**src/rtl/uart_wb_master8.sv**
```systemverilog
// Serial-to-Wishbone debug bridge: 8N1 commands 'W', 'R' and '?' issue single 8-bit classic cycles.
// Define WB_TIMEOUT_EN to add a bus-ack timeout that answers 0xEE.
module uart_wb_master8 #(
  parameter int unsigned BAUDRATE       = 115200,
  parameter int unsigned CLOCKFREQ      = 25000000,
  parameter int unsigned ADDR_WIDTH     = 16,
  parameter int unsigned TIMEOUT_CYCLES = 1023
) (
  input  logic                  I_wb_clk,
  input  logic                  I_reset,
  input  logic                  I_rx,
  output logic                  O_tx,
  output logic [ADDR_WIDTH-1:0] O_wb_adr,
  output logic [7:0]            O_wb_dat,
  input  logic [7:0]            I_wb_dat,
  output logic                  O_wb_we,
  output logic                  O_wb_stb,
  output logic                  O_wb_cyc,
  input  logic                  I_wb_ack
);

  localparam int unsigned BaudClks  = CLOCKFREQ / BAUDRATE;
  // Start is accepted 3 clocks after the falling edge; first sample lands mid data bit 0.
  localparam int unsigned FirstWait = BaudClks + BaudClks / 2 - 4;
  localparam int unsigned CntW      = $clog2(BaudClks + BaudClks / 2);

  if (ADDR_WIDTH < 9 || ADDR_WIDTH > 16) begin : g_bad_addr_width
    $error("ADDR_WIDTH must be in 9..16");
  end
  if (TIMEOUT_CYCLES < 1 || BaudClks < 8) begin : g_bad_timing
    $error("TIMEOUT_CYCLES must be >= 1 and CLOCKFREQ/BAUDRATE >= 8");
  end

  typedef enum logic [1:0] {RxIdle, RxData, RxStop} rx_state_e;
  typedef enum logic [2:0] {CmdIdle, CmdAhi, CmdAlo, CmdData, CmdBus, CmdResp, CmdWait} cmd_state_e;

  rx_state_e       rx_state_q, rx_state_d;
  logic [1:0]      rx_low_q, rx_low_d;
  logic [CntW-1:0] rx_cnt_q, rx_cnt_d;
  logic [2:0]      rx_bit_q, rx_bit_d;
  logic [7:0]      rx_shift_q, rx_shift_d;
  logic            rx_valid, rx_ferr;

  logic            tx_busy_q, tx_busy_d;
  logic            tx_q, tx_d;
  logic [8:0]      tx_shift_q, tx_shift_d;
  logic [3:0]      tx_left_q, tx_left_d;
  logic [CntW-1:0] tx_cnt_q, tx_cnt_d;
  logic            tx_start, tx_done;

  cmd_state_e            cmd_state_q, cmd_state_d;
  logic                  we_q, we_d;
  logic [ADDR_WIDTH-1:0] adr_q, adr_d;
  logic [7:0]            dat_q, dat_d;
  logic [7:0]            resp_q, resp_d;

`ifdef WB_TIMEOUT_EN
  localparam int unsigned ToW = (TIMEOUT_CYCLES > 1) ? $clog2(TIMEOUT_CYCLES) : 1;
  logic [ToW-1:0] to_cnt_q, to_cnt_d;
`endif

  // Receiver
  always_comb begin
    rx_state_d = rx_state_q;
    rx_low_d   = rx_low_q;
    rx_cnt_d   = rx_cnt_q;
    rx_bit_d   = rx_bit_q;
    rx_shift_d = rx_shift_q;
    rx_valid   = 1'b0;
    rx_ferr    = 1'b0;
    unique case (rx_state_q)
      RxIdle: begin
        if (!I_rx) begin
          if (rx_low_q == 2'd3) begin
            rx_state_d = RxData;
            rx_cnt_d   = CntW'(FirstWait);
            rx_bit_d   = 3'd0;
            rx_low_d   = 2'd0;
          end else begin
            rx_low_d = rx_low_q + 2'd1;
          end
        end else begin
          rx_low_d = 2'd0;
        end
      end
      RxData: begin
        if (rx_cnt_q == '0) begin
          rx_shift_d = {I_rx, rx_shift_q[7:1]};
          rx_cnt_d   = CntW'(BaudClks - 1);
          if (rx_bit_q == 3'd7) rx_state_d = RxStop;
          else                  rx_bit_d   = rx_bit_q + 3'd1;
        end else begin
          rx_cnt_d = rx_cnt_q - CntW'(1);
        end
      end
      RxStop: begin
        if (rx_cnt_q == '0) begin
          rx_valid   = I_rx;
          rx_ferr    = !I_rx;
          rx_state_d = RxIdle;
        end else begin
          rx_cnt_d = rx_cnt_q - CntW'(1);
        end
      end
      default: rx_state_d = RxIdle;
    endcase
  end

  // Transmitter: shift register holds remaining data bits plus the stop bit
  always_comb begin
    tx_busy_d  = tx_busy_q;
    tx_d       = tx_q;
    tx_shift_d = tx_shift_q;
    tx_left_d  = tx_left_q;
    tx_cnt_d   = tx_cnt_q;
    tx_done    = 1'b0;
    if (!tx_busy_q) begin
      if (tx_start) begin
        tx_busy_d  = 1'b1;
        tx_d       = 1'b0;
        tx_shift_d = {1'b1, resp_q};
        tx_left_d  = 4'd9;
        tx_cnt_d   = CntW'(BaudClks - 1);
      end
    end else if (tx_cnt_q == '0) begin
      if (tx_left_q == 4'd0) begin
        tx_busy_d = 1'b0;
        tx_d      = 1'b1;
        tx_done   = 1'b1;
      end else begin
        tx_d       = tx_shift_q[0];
        tx_shift_d = {1'b0, tx_shift_q[8:1]};
        tx_left_d  = tx_left_q - 4'd1;
        tx_cnt_d   = CntW'(BaudClks - 1);
      end
    end else begin
      tx_cnt_d = tx_cnt_q - CntW'(1);
    end
  end

  // Command sequencer
  always_comb begin
    cmd_state_d = cmd_state_q;
    we_d        = we_q;
    adr_d       = adr_q;
    dat_d       = dat_q;
    resp_d      = resp_q;
    tx_start    = 1'b0;
`ifdef WB_TIMEOUT_EN
    to_cnt_d    = '0;
`endif
    unique case (cmd_state_q)
      CmdIdle: begin
        if (rx_valid) begin
          case (rx_shift_q)
            8'h57: begin we_d = 1'b1; cmd_state_d = CmdAhi; end
            8'h52: begin we_d = 1'b0; cmd_state_d = CmdAhi; end
            8'h3F: begin resp_d = 8'h42; cmd_state_d = CmdResp; end
            default: ;
          endcase
        end
      end
      CmdAhi: begin
        if (rx_ferr) begin
          cmd_state_d = CmdIdle;
        end else if (rx_valid) begin
          adr_d[ADDR_WIDTH-1:8] = rx_shift_q[ADDR_WIDTH-9:0];
          cmd_state_d           = CmdAlo;
        end
      end
      CmdAlo: begin
        if (rx_ferr) begin
          cmd_state_d = CmdIdle;
        end else if (rx_valid) begin
          adr_d[7:0]  = rx_shift_q;
          cmd_state_d = we_q ? CmdData : CmdBus;
        end
      end
      CmdData: begin
        if (rx_ferr) begin
          cmd_state_d = CmdIdle;
        end else if (rx_valid) begin
          dat_d       = rx_shift_q;
          cmd_state_d = CmdBus;
        end
      end
      CmdBus: begin
        if (I_wb_ack) begin
          resp_d      = we_q ? 8'hAA : I_wb_dat;
          cmd_state_d = CmdResp;
        end
`ifdef WB_TIMEOUT_EN
        else if (to_cnt_q == ToW'(TIMEOUT_CYCLES - 1)) begin
          resp_d      = 8'hEE;
          cmd_state_d = CmdResp;
        end else begin
          to_cnt_d = to_cnt_q + ToW'(1);
        end
`endif
      end
      CmdResp: begin
        tx_start    = 1'b1;
        cmd_state_d = CmdWait;
      end
      CmdWait: begin
        if (tx_done) cmd_state_d = CmdIdle;
      end
      default: cmd_state_d = CmdIdle;
    endcase
  end

  always_ff @(posedge I_wb_clk) begin
    if (I_reset) begin
      rx_state_q  <= RxIdle;
      rx_low_q    <= 2'd0;
      rx_cnt_q    <= '0;
      rx_bit_q    <= 3'd0;
      rx_shift_q  <= 8'h00;
      tx_busy_q   <= 1'b0;
      tx_q        <= 1'b1;
      tx_shift_q  <= 9'h1FF;
      tx_left_q   <= 4'd0;
      tx_cnt_q    <= '0;
      cmd_state_q <= CmdIdle;
      we_q        <= 1'b0;
      adr_q       <= '0;
      dat_q       <= 8'h00;
      resp_q      <= 8'h00;
    end else begin
      rx_state_q  <= rx_state_d;
      rx_low_q    <= rx_low_d;
      rx_cnt_q    <= rx_cnt_d;
      rx_bit_q    <= rx_bit_d;
      rx_shift_q  <= rx_shift_d;
      tx_busy_q   <= tx_busy_d;
      tx_q        <= tx_d;
      tx_shift_q  <= tx_shift_d;
      tx_left_q   <= tx_left_d;
      tx_cnt_q    <= tx_cnt_d;
      cmd_state_q <= cmd_state_d;
      we_q        <= we_d;
      adr_q       <= adr_d;
      dat_q       <= dat_d;
      resp_q      <= resp_d;
    end
  end

`ifdef WB_TIMEOUT_EN
  always_ff @(posedge I_wb_clk) begin
    if (I_reset) to_cnt_q <= '0;
    else         to_cnt_q <= to_cnt_d;
  end
`endif

  assign O_tx     = tx_q;
  assign O_wb_stb = (cmd_state_q == CmdBus);
  assign O_wb_cyc = O_wb_stb;
  assign O_wb_we  = we_q & O_wb_stb;
  assign O_wb_adr = adr_q;
  assign O_wb_dat = dat_q;

endmodule

```
**config.mk**
```make
export PLATFORM = sky130hd
export DESIGN_NAME = uart_wb_master8
export DESIGN_NICKNAME = d
export VERILOG_FILES = /design/src/rtl/uart_wb_master8.sv
export SDC_FILE = /design/constraint.sdc
export NUM_CORES = 1
export LEC_CHECK = 0
export ABC_AREA = 1
export BUFFER_PORTS_ARGS = -buffer_cell sky130_fd_sc_hd__buf_2
export CAP_MARGIN = 20
export CORE_MARGIN = 5
export CORE_UTILIZATION = 60
export CTS_BUF_LIST = sky130_fd_sc_hd__clkbuf_4 sky130_fd_sc_hd__clkbuf_8
export CTS_CLUSTER_SIZE = 28
export DETAILED_ROUTE_END_ITERATION = 6
export PLACE_DENSITY = 0.84
export SLEW_MARGIN = 40
export SYNTH_ARGS = -nofsm -noshare
export SYNTH_HDL_FRONTEND = slang
export SYNTH_SLANG_ARGS = --single-unit
```
**constraint.sdc**
```tcl
create_clock -name I_wb_clk -period 2.9 [get_ports I_wb_clk]
set_input_delay 0.58 -clock I_wb_clk [delete_from_list [all_inputs] [get_ports I_wb_clk]]
set_output_delay 0.58 -clock I_wb_clk [all_outputs]
set_load 0.02 [all_outputs]
```
After elaboration in Yosys (flattened, before gate mapping)
Cells that the tools add are included.
Storage, ports and cells
  register bits after elaboration: 84
  input port bits: 12
  output and inout bits: 28
  word-level logic and storage cells: 143
Cells by class
  add/sub/neg operators: 5
  equal/unequal tests: 31
  muxes and demuxes: 64
  bitwise gates (word level): 2
  reduce and logical (&&, ||, !) cells: 25
Operators with widths (count)
  9-bit two-way mux: 12
  3-bit two-way mux: 14
  8-bit two-way mux: 4
  9-bit one-hot mux with 3 select lines: 1
  3-bit one-hot mux with 7 select lines: 1
  2-bit inequality test (second input constant): 10
  9-bit zero test: 2
  9-bit by 1-bit subtractor with 9-bit output (second input constant): 2
  8-bit by 7-bit equality test with 1-bit output (second input constant): 2
  1-bit two-way mux: 16
  4-bit two-way mux: 4
  8-bit one-hot mux with 2 select lines: 1
  3-bit AND reduction: 5
  2-bit two-way mux: 7
  3-bit equality test (second input constant): 4
  3-bit inequality test (second input constant): 4
  3-bit one-hot mux with 2 select lines: 2
  5-bit AND reduction: 2
  8-bit by 6-bit equality test with 1-bit output (second input constant): 1
  4-bit AND reduction: 2
  2-bit nonzero test: 4
  7-bit AND reduction: 1
  3-bit by 2-bit equality test with 1-bit output (second input constant): 2
  2-bit by 1-bit inequality test with 1-bit output (second input constant): 3
  other kinds (18): 21

Depth between registers and ports, before layout
Gate-level depths: netlist (run 1).
  depth in word-level cells: 6
  mapped depth: 14
  depth with buffers taken out: 14

Worst setup path after synthesis (run 1)
OpenSTA, ideal clock, no wires.
  path kind: register to output
  start: register cmd_state_q[0]
  end: output O_wb_stb
  arrival time: 1.028 ns
  data required time: 2.320 ns
  setup slack: 1.292 ns
  stages on the path, launching flop included: 5
  buffers on the path: 1
  cell sequence: dfxtp_1 nor2_2 nand2_2 inv_1 buf_4
On the way
  word-level cells in the longest chain between the ends: 1
Ends and longest elaborated chain
  start, declared: RTL line 51  | cmd_state_e cmd_state_q, cmd_state_d;
  start signal, assigned: RTL line 224  | cmd_state_q <= CmdIdle;
  start signal, assigned: RTL line 240  | cmd_state_q <= cmd_state_d;
  3-bit equality test: RTL line 256  | assign O_wb_stb = (cmd_state_q == CmdBus);
  end, declared: RTL line 17  | output logic O_wb_stb,
No other way between the ends.

Final worst setup path (run 1)
  start: register tx_busy_q
  end: register tx_q (netlist: O_tx)
On the way
  word-level cells in the longest chain between the ends: 2
  elaborated cells on any way between the ends: 4
  those cells by class: eq/ne: 1; mux: 1; reduce/logical: 2
Ends and longest elaborated chain
  start, declared: RTL line 44  | logic tx_busy_q, tx_busy_d;
  start signal, assigned: RTL line 235  | tx_busy_q <= tx_busy_d;
  2-bit by 1-bit inequality test with 1-bit output (no source line) / 2-bit nonzero test (equally long branches)
  2-bit AND reduction (no source line)
  end signal, assigned: RTL line 236  | tx_q <= tx_d;
  end, declared: RTL line 45  | logic tx_q, tx_d;
Parallel ways exist; a longest one is shown, timed or not.
A chain may end at the register's enable or synchronous reset.

==> results.json, run 1 <==
{
  "cp_slowest_cell": "dfxtp_1",
  "busiest_layer": "met2",
  "drt_iter0_markers": 151,
  "synth_nets": 544,
  "clock_path_buffers": 2,
  "io_pins": 40,
  "antenna_left": 0,
  "internal-power_uw": 2030,
  "met2_usage_pct": 37.7,
  "final_common_cell": "dfxtp_1",
  "numClockSinks": 84,
  "dp_hpwl_mm": 6.12,
  "placed_cells_incl_taps": 623,
  "rsz0062_at_grt": "false",
  "status": "completed",
  "grt_pass1_vias": 3352,
  "num_antenna_cells": 0,
  "rows": 29,
  "track_usage_pct": 21.7,
  "core_um2": 6350,
  "cp-startpoint": "tx_busy_q",
  "ir_drop_uv": 448,
  "first_pass_iters": 5,
  "area_growth_pct": 11.4,
  "total_leakage_power_uw": 0.00194,
  "maxSlewViolCount": 0,
  "cts_root_buf": "clkbuf_8",
  "p_sw_uw": 940,
  "worstPathMaxFanout": 17,
  "routed-via-count": 3520,
  "post_layout_nonfiller_instances": 639,
  "cts.htree.levels": 3,
  "clock_skew_ps": 11.3,
  "fill_cells": 511,
  "syn_area_per_cell_um2": 7.52,
  "setup_violations": 0,
  "setup_tns_ps": 0,
  "wire_per_inst_um": 13.7,
  "dieArea_um2": 8260,
  "post_cts_buffers": 0,
  "hold_viol_final": 0,
  "grt_max_degree": 44,
  "combPwrFrac_pct": 22.1,
  "max_slew_margin_pct": 65.1,
  "synth_seq_cells": 84,
  "r2r-start": "tx_busy_q",
  "synth_area_um2": 3930,
  "critPathLaunchType": "register",
  "slowest_delay_ps": 620,
  "post_cts_resized": 0,
  "initial_core_util_pct": 61.8,
  "sw_frac_of_total_pct": 31.7,
  "dieWidth_um": 90.9,
  "use_met1_pct": 25.2,
  "gp_congestion": 0.877,
  "insertion_delay_ps": 360,
  "clk_pin_slew_worst_paths_ps": 80,
  "min_from": "I_wb_dat[4]",
  "final_cell_mix": "84 x dfxtp_1, 73 x nor2_1, 69 x a21oi_1",
  "post-route-min-period_ps": 2100,
  "finalNetCount": 579,
  "period_share_pct": 72.3,
  "antenna_found_initial": 0,
  "required_ps": 3110,
  "synthFlopType": "dfxtp_1",
  "worstHoldPathType": "input pin to register",
  "cts_tree": "done",
  "ys_types": 37,
  "critPathArrivalTime_ps": 2310,
  "drc": 0,
  "grt-ovfl-total": 0,
  "grt_first_pass_wirelength_mm": 14.8,
  "seqPwrFrac_pct": 44.1,
  "p_per_area_nw_per_um2": 679,
  "yosysWarnings": 0,
  "crit_chain": "inv_1, nand2_1, nand2_1, nor2_4, inv_2, a21oi_1, o21ai_0",
  "crit_top_cell": "nand2_1",
  "seq_area_frac_synth_pct": 42.8,
  "syn_inst": 522,
  "worst_slew_pin_slew_ps": 522,
  "path_class": "register to register",
  "clkPwrFrac_pct": 33.8,
  "cts_buffers": 9,
  "drive_gt1_share_pct": 18.3,
  "max_freq_mhz": 477,
  "synth_edf_count": 0,
  "ys_async_sr_fraction_pct": 0,
  "port_buffers": 39,
  "die_h_um": 90.9,
  "drv_cap": 0,
  "viasPerCell": 5.51,
  "grt_use_met3_pct": 5.67,
  "rrSetupSlack_ps": 800,
  "wl_mm": 8.75,
  "end_kind": "register",
  "cts_hold_buf": 0
}
cell type report:
cell class | count | area, µm² | area share, %
Sequential cell | 84 | 1680 | 38.5
Inverter | 52 | 196 | 4.49
Timing Repair Buffer | 41 | 210 | 4.81
Clock buffer | 10 | 131 | 3.01
Clock inverter | 6 | 111 | 2.55
Tap cell | 77 | 96.3 | 2.20
Multi-Input combinational cell | 369 | 1940 | 44.5
cells by family (layout without fill, tap and decap cells):
logic type	after synthesis	after routing	synth area share, %
compound gates	132	132	18.1
xor+xnor	8	8	1.78
fa+ha+maj	10	10	3.19
buf+inv	69	109	7.62
flops	84	84	42.8
simple gates	219	219	26.5
worst max-delay path: cells and delay by family, from the launching register on:
family,cells,cell delay [ps]
AO/OA/AOI/OAI,2,240
buffers and inverters,2,480
flip-flops,1,620
AND/OR/NAND/NOR,3,620
per-stage QoR:
stage / setup WS (ps) / util (%) / hold WS, ps / total power [µW] / instance area (µm²)
5_1_grt: 517 / 68.8 / 453 / 3140 / 4370
3_3_place_gp: 1000 / 65.0 / 442 / 1950 / 4130
2_1_floorplan: 1290 / - / 435 / 1830 / 3930
3_5_place_dp: 864 / 65.0 / 437 / 1980 / 4130
6_report: 803 / 68.8 / 465 / 2970 / 4370
4_1_cts: 858 / 68.8 / 448 / 2990 / 4370
registers in the layout, summed over array words and instances, names as in the netlist:
| name | cells |
|---|---|
| O_tx | 1 |
| O_wb_adr | 16 |
| O_wb_dat | 8 |
| cmd_state_q | 3 |
| resp_q | 8 |
| rx_bit_q | 3 |
| rx_cnt_q | 9 |
| rx_low_q | 2 |
| rx_shift_q | 8 |
| rx_state_q | 2 |
| tx_busy_q | 1 |
| tx_cnt_q | 9 |
| tx_left_q | 4 |
| tx_shift_q | 9 |
| we_q | 1 |
Yosys cell counts (3+ instances only):
| cell | n | share of area (%) |
|---|---|---|
| a21oi_1 | 69 | 8.8 |
| buf_6 | 4 | 1.1 |
| clkbuf_1 | 10 | 0.96 |
| dfxtp_1 | 84 | 43 |
| ha_1 | 10 | 3.2 |
| inv_1 | 43 | 4.1 |
| inv_2 | 8 | 0.77 |
| nand2_1 | 68 | 6.5 |
| nand2_2 | 10 | 1.6 |
| nand3_1 | 33 | 4.2 |
| nand4_1 | 3 | 0.48 |
| nor2_1 | 73 | 7.0 |
| nor2_2 | 6 | 0.96 |
| nor2_4 | 3 | 0.86 |
| nor3_1 | 5 | 0.64 |
| nor3_2 | 3 | 0.77 |
| o211ai_1 | 8 | 1.5 |
| o21ai_0 | 41 | 5.2 |
| o21ai_1 | 5 | 0.64 |
| or2_2 | 9 | 1.4 |
| xnor2_1 | 4 | 0.89 |
| xor2_1 | 4 | 0.89 |
layer usage:
metal  vias up  routed length [µm]
met5         -                   0
met4         0                  89
li1       1793                   -
met2        90                4340
met1      1629                3850
met3         8                 469
path summary, 6_finish.rpt:
| path | to | cells after the start |
|---|---|---|
| worst max-delay path | O_tx | 7 |
| worst min-delay path | resp_q[4] | 3 |
| worst max register to register | O_tx | 7 |
| worst min register to register | O_wb_adr[3] | 2 |
power by group through the flow:
| stage | logic [µW] | clock network, µW | registers, µW |
|---|---|---|---|
| 2_1_floorplan | 523 | 0 | 1310 |
| 3_3_place_gp | 625 | 0 | 1330 |
| 3_5_place_dp | 653 | 0 | 1330 |
| 4_1_cts | 655 | 1020 | 1310 |
| 5_1_grt | 740 | 1070 | 1320 |
| 6_report | 656 | 1000 | 1310 |
Note: power is estimated with default switching activity, not from simulation.
==> inputs of run 2 (changes only) <==
--- a/config.mk
+++ b/config.mk
@@ -9,11 +9,11 @@
 export BUFFER_PORTS_ARGS = -buffer_cell sky130_fd_sc_hd__buf_2
 export CAP_MARGIN = 20
 export CORE_MARGIN = 5
-export CORE_UTILIZATION = 60
+export CORE_UTILIZATION = 55
 export CTS_BUF_LIST = sky130_fd_sc_hd__clkbuf_4 sky130_fd_sc_hd__clkbuf_8
 export CTS_CLUSTER_SIZE = 28
 export DETAILED_ROUTE_END_ITERATION = 6
-export PLACE_DENSITY = 0.84
+export PLACE_DENSITY = 0.81
 export SLEW_MARGIN = 40
 export SYNTH_ARGS = -nofsm -noshare
 export SYNTH_HDL_FRONTEND = slang
==> constraint.sdc (replaced) <==
create_clock -name I_wb_clk -period 1.8 [get_ports I_wb_clk]
set_input_delay 0.36 -clock I_wb_clk [delete_from_list [all_inputs] [get_ports I_wb_clk]]
set_output_delay 0.36 -clock I_wb_clk [all_outputs]
set_load 0.02 [all_outputs]
==> run 2 against run 1 <==
Against the previous run:
- flip-flop and latch count unchanged
- combinational power up 86%
- critical path depth increased by 4
- core utilization is 1.1 points lower
- die area is 8.1% higher
- cell area is 6.5% higher
- final cell count is 5.5% higher
- sequential share of layout area decreased by 2.3 points
- sequential power rose by 60%
- hold slack got worse by 190 ps
- wire length grew 3.7%
- critical path type unchanged
- critical endpoint is now O_wb_adr[4]
- largest cell class unchanged
- highest routed layer unchanged
==> results.json, run 2 (synthesis results as in run 1) <==
{
  "grt_pass1_vias": 3359,
  "antenna_left": 0,
  "antenna_found_initial": 0,
  "ir_drop_uv": 730,
  "rsz0062_at_grt": "true",
  "max_freq_mhz": 578,
  "viasPerCell": 5.39,
  "cts_buffers": 9,
  "worst_slew_pin_slew_ps": 413,
  "drt_iter0_markers": 195,
  "hold_ws_ps": 271,
  "cts_root_buf": "clkbuf_8",
  "cp-startpoint": "rx_cnt_q[0]",
  "gp_congestion": 0.965,
  "die_h_um": 94.5,
  "internal-power_uw": 3090,
  "port_buffers": 39,
  "routed-via-count": 3633,
  "place_ws_ps": 32.2,
  "grt_use_met3_pct": 5.98,
  "final_cell_mix": "82 x dfxtp_1, 65 x nor2_1, 64 x nand2_1",
  "wire_per_inst_um": 13.5,
  "worstHoldPathType": "input pin to register",
  "use_met1_pct": 25.1,
  "drive_gt1_share_pct": 26.5,
  "critPathBufInv": 3,
  "placed_cells_incl_taps": 656,
  "r2r-start": "rx_cnt_q[0]",
  "setup_tns_ps": 0,
  "initial_core_util_pct": 57.1,
  "num_antenna_cells": 0,
  "dieArea_um2": 8930,
  "met2_usage_pct": 34.2,
  "clock_path_buffers": 2,
  "grt_max_degree": 44,
  "cts.htree.levels": 3,
  "finalNetCount": 596,
  "seqPwrFrac_pct": 45.3,
  "status": "completed",
  "required_ps": 2030,
  "io_pins": 40,
  "core_um2": 6870,
  "hold_viol_final": 0,
  "final_common_cell": "dfxtp_1",
  "track_usage_pct": 20.6,
  "dieWidth_um": 94.5,
  "p_per_area_nw_per_um2": 996,
  "drc": 0,
  "period_share_pct": 96.2,
  "sw_frac_of_total_pct": 33.2,
  "grt_first_pass_wirelength_mm": 14.8,
  "crit_chain": "inv_2, ha_4, inv_2, nor2_2, nand2_2, nor2_8, nand3_4, inv_4, nand3_4, a21oi_1, nor2_1",
  "maxSlewViolCount": 0,
  "numClockSinks": 84,
  "combPwrFrac_pct": 26.3,
  "setup_violations": 0,
  "clkPwrFrac_pct": 28.4,
  "cts_hold_buf": 0,
  "grt-ovfl-total": 0,
  "end_kind": "register",
  "area_growth_pct": 18.6,
  "drv_cap": 0,
  "largest_reg_flops": 16,
  "insertion_delay_ps": 350,
  "critPathArrivalTime_ps": 1960,
  "critPathLaunchType": "register",
  "worst_slack_ps": 69.1,
  "slowest_delay_ps": 340,
  "min_from": "I_wb_dat[4]",
  "crit_family": "simple AND/OR/NAND/NOR gates",
  "first_pass_iters": 5,
  "dp_hpwl_mm": 6.16,
  "p_sw_uw": 1540,
  "post_layout_nonfiller_instances": 674,
  "cp_slowest_cell": "dfxtp_2",
  "rows": 30,
  "max_slew_margin_pct": 72.5,
  "clk_pin_slew_worst_paths_ps": 80,
  "clock_skew_ps": 9.64,
  "path_class": "register to register",
  "worstPathMaxFanout": 8,
  "post-route-min-period_ps": 1730,
  "final_util_pct": 67.8,
  "busiest_layer": "met2",
  "wl_mm": 9.07,
  "total_leakage_power_uw": 0.00204,
  "cts_tree": "done"
}
run 2: power groups by stage:
stage	Clock, µW	Sequential (µW)	Combinational, µW
floorplan	0	2110	842
global placement	0	2130	1100
detailed placement	0	2130	1120
CTS	1360	2090	1130
global route	1420	2110	1370
finish	1320	2100	1220
run 2: worst paths after layout:
check                           cells past startpoint           end  slack, ps
worst max-delay path                               11   O_wb_adr[4]         70
worst min-delay path                                3     resp_q[4]        270
worst max register to register                     11   O_wb_adr[4]         70
worst min register to register                      2  O_wb_adr[11]        460
run 2: layout make-up:
cell class	count	area (µm²)
clock buffers	10	138
clock inverters	5	52.6
well taps	96	120
multi-input cells	370	2120
inverters	52	208
flip-flops and latches	84	1680
fillers	564	2210
repair buffers	57	334
run 2: metrics by stage:
step	cell area (µm²)	total power, µW
after CTS	4450	4580
final	4650	4630
after detailed placement	4260	3260
after floorplan	3930	2960
after global routing	4650	4910
after global placement	4260	3230
run 2: repair_timing:
| item | CTS | global route |
|---|---|---|
| gates resized for setup | 1 | 52 |
| pin swaps | 0 | 12 |
| setup endpoints to repair | 2 | 70 |
| setup buffers | 0 | 2 |
| gates cloned | 0 | 1 |
run 2: worst reg2reg max path, stage by stage, from the launching register on:
cell	delay, ps
dfxtp_2	340
inv_2	90
ha_4	130
inv_2	30
nor2_2	100
nand2_2	100
nor2_8	170
nand3_4	140
inv_4	130
nand3_4	150
a21oi_1	200
nor2_1	50
run 2: per-layer routing:
layer | wire, µm | share of wire, %
met1 | 3960 | 44
met2 | 4370 | 48
met3 | 596 | 6.6
met4 | 134 | 1.5
met5 | 0 | 0
==> inputs of run 3 (changes only) <==
--- a/config.mk
+++ b/config.mk
@@ -9,12 +9,13 @@
 export BUFFER_PORTS_ARGS = -buffer_cell sky130_fd_sc_hd__buf_2
 export CAP_MARGIN = 20
 export CORE_MARGIN = 5
-export CORE_UTILIZATION = 55
+export CORE_UTILIZATION = 60
 export CTS_BUF_LIST = sky130_fd_sc_hd__clkbuf_4 sky130_fd_sc_hd__clkbuf_8
 export CTS_CLUSTER_SIZE = 28
 export DETAILED_ROUTE_END_ITERATION = 6
-export PLACE_DENSITY = 0.81
+export PLACE_DENSITY = 0.84
 export SLEW_MARGIN = 40
 export SYNTH_ARGS = -nofsm -noshare
 export SYNTH_HDL_FRONTEND = slang
 export SYNTH_SLANG_ARGS = --single-unit
+export TNS_END_PERCENT = 10
==> constraint.sdc (replaced) <==
create_clock -name I_wb_clk -period 2.1 [get_ports I_wb_clk]
set_input_delay 0.42 -clock I_wb_clk [delete_from_list [all_inputs] [get_ports I_wb_clk]]
set_output_delay 0.42 -clock I_wb_clk [all_outputs]
set_load 0.02 [all_outputs]
==> run 3 against run 2 <==
Against the previous run:
- flip-flop and latch count did not move
- combinational power fell by 25%
- core utilization rose by 0.83 points
- worst setup slack improved by 170 ps
- sequential power fell by 14%
- first-iteration DRC count fell by 28%
- wire length fell by 3.4%
- total power fell by 15%
- via count fell by 1.9%
- clock power fell by 9%
- non-clock buffer count fell by 13
==> results.json, run 3 (synthesis results as in run 1) <==
{
  "critPathArrivalTime_ps": 2150,
  "worst_slack_ps": 235,
  "cts_hold_buf": 0,
  "worstPathMaxFanout": 15,
  "post-route-min-period_ps": 1860,
  "multi_input_area_um2": 1940,
  "viasPerCell": 5.55,
  "grt-ovfl-total": 0,
  "core_um2": 6350,
  "worstHoldPathType": "input pin to register",
  "p_per_area_nw_per_um2": 902,
  "initial_core_util_pct": 61.8,
  "largest_reg_flops": 16,
  "routed-via-count": 3565,
  "sw_frac_of_total_pct": 34.7,
  "cts_tree": "done",
  "rsz0062_at_grt": "false",
  "final_cell_mix": "84 x dfxtp_1, 73 x nor2_1, 69 x a21oi_1",
  "internal-power_uw": 2560,
  "dieWidth_um": 90.9,
  "setup_tns_ps": 0,
  "io_pins": 40,
  "clock_skew_ps": 14.2,
  "total_leakage_power_uw": 0.00193,
  "maxSlewViolCount": 0,
  "drv_cap": 0,
  "path_class": "register to register",
  "hold_ws_ps": 320,
  "ir_drop_uv": 731,
  "track_usage_pct": 21.4,
  "seq_area_um2": 1680,
  "cts_buffers": 9,
  "p_sw_uw": 1360,
  "gp_congestion": 0.906,
  "seqPwrFrac_pct": 46.1,
  "clock_path_buffers": 2,
  "grt_first_pass_wirelength_mm": 14.9,
  "antenna_left": 0,
  "num_antenna_cells": 0,
  "worst_slew_pin_slew_ps": 501,
  "status": "completed",
  "post_cts_buffers": 0,
  "rrSetupSlack_ps": 240,
  "finalNetCount": 582,
  "rows": 29,
  "grt_max_degree": 44,
  "first_pass_iters": 4,
  "drt_iter0_markers": 141,
  "dp_hpwl_mm": 6.21,
  "max_slew_margin_pct": 66.4,
  "end_kind": "register",
  "antenna_found_initial": 0,
  "max_freq_mhz": 536,
  "period_share_pct": 88.8,
  "insertion_delay_ps": 360,
  "cts.htree.levels": 3,
  "numClockSinks": 84,
  "final_cell_area_um2": 4360,
  "drc": 0,
  "clk_pin_slew_worst_paths_ps": 100,
  "final_common_cell": "dfxtp_1",
  "wl_mm": 8.76,
  "placement.cell_area_um2": 4150,
  "cts_root_buf": "clkbuf_8",
  "fill_cells": 526,
  "wire_per_inst_um": 13.6,
  "clkPwrFrac_pct": 30.6,
  "dieArea_um2": 8260,
  "critPathLaunchType": "register",
  "combPwrFrac_pct": 23.4,
  "drive_gt1_share_pct": 18.8,
  "total_power_uw": 3930,
  "post_cts_resized": 0,
  "grt_pass1_vias": 3306,
  "port_buffers": 39,
  "place_ws_ps": 276,
  "setup_violations": 0,
  "area_growth_pct": 11.0,
  "hold_viol_final": 0,
  "die_h_um": 90.9,
  "required_ps": 2390
}
==> run 3: changes by cell type in the layout (fill, tap and decap cells not counted), moves of 3 or more <==
cell | previous run | this run
nand2_1 | 64 | 68
inv_6 | 1 | 4
nor2_4 | 6 | 3
inv_1 | 37 | 43
buf_4 | 17 | 5
nor2_2 | 11 | 6
inv_2 | 11 | 8
a21oi_1 | 61 | 69
nor2_1 | 65 | 73
inv_4 | 3 | 0
nand2_4 | 6 | 1
ha_1 | 7 | 10
nand3_1 | 30 | 33
a21oi_2 | 8 | 0
==> run 3: worst max-delay path: stages (launching register included) <==
cell and delay, ps:
dfxtp_1 330, inv_1 120, ha_1 160, inv_1 30
nor2_1 100, nand2_2 110, nor2_8 140, nand2_1 300
inv_2 220, a21oi_1 50, o21ai_0 70, nand2_1 70
a21oi_1 110
==> run 3: worst paths after layout <==
kind / cells after the start / end / startpoint
min: 3 / resp_q[4] / I_wb_dat[4]
max: 12 / rx_cnt_q[7] / rx_cnt_q[0]
min reg2reg: 2 / O_wb_adr[3] / O_wb_adr[3]
max reg2reg: 12 / rx_cnt_q[7] / rx_cnt_q[0]
==> run 3: area by class of cell <==
cell class,instances,area share (%)
multi-input combinational,369,44.6
timing repair buffer,44,5.34
inverter,52,4.51
sequential,84,38.6
tap,77,2.21
clock buffer,9,2.84
clock inverter,7,1.84
==> run 3: layer usage <==
layer | vias up | part of all wire (%) | wire length, µm | GRT usage [%]
met5 | - | 0 | 0 | 0
met4 | 0 | 2.4 | 206 | 9.05
met3 | 21 | 5.8 | 508 | 4.08
met2 | 111 | 47 | 4110 | 34.6
met1 | 1635 | 45 | 3940 | 27.9
li1 | 1798 | - | - | -
==> run 3: power groups by stage <==
stage	sequential, µW	combinational, µW	clock, µW
after floorplan	1810	722	0
after global placement	1840	879	0
after detailed placement	1840	908	0
after CTS	1810	911	1220
after global routing	1830	1030	1300
final	1810	918	1200
==> run 3: through the flow <==
stage          util [%]  instances
2_1_floorplan         -        522
3_3_place_gp       65.4        626
3_5_place_dp       65.4        626
4_1_cts            68.6        642
5_1_grt            68.6        642
6_report           68.6        642
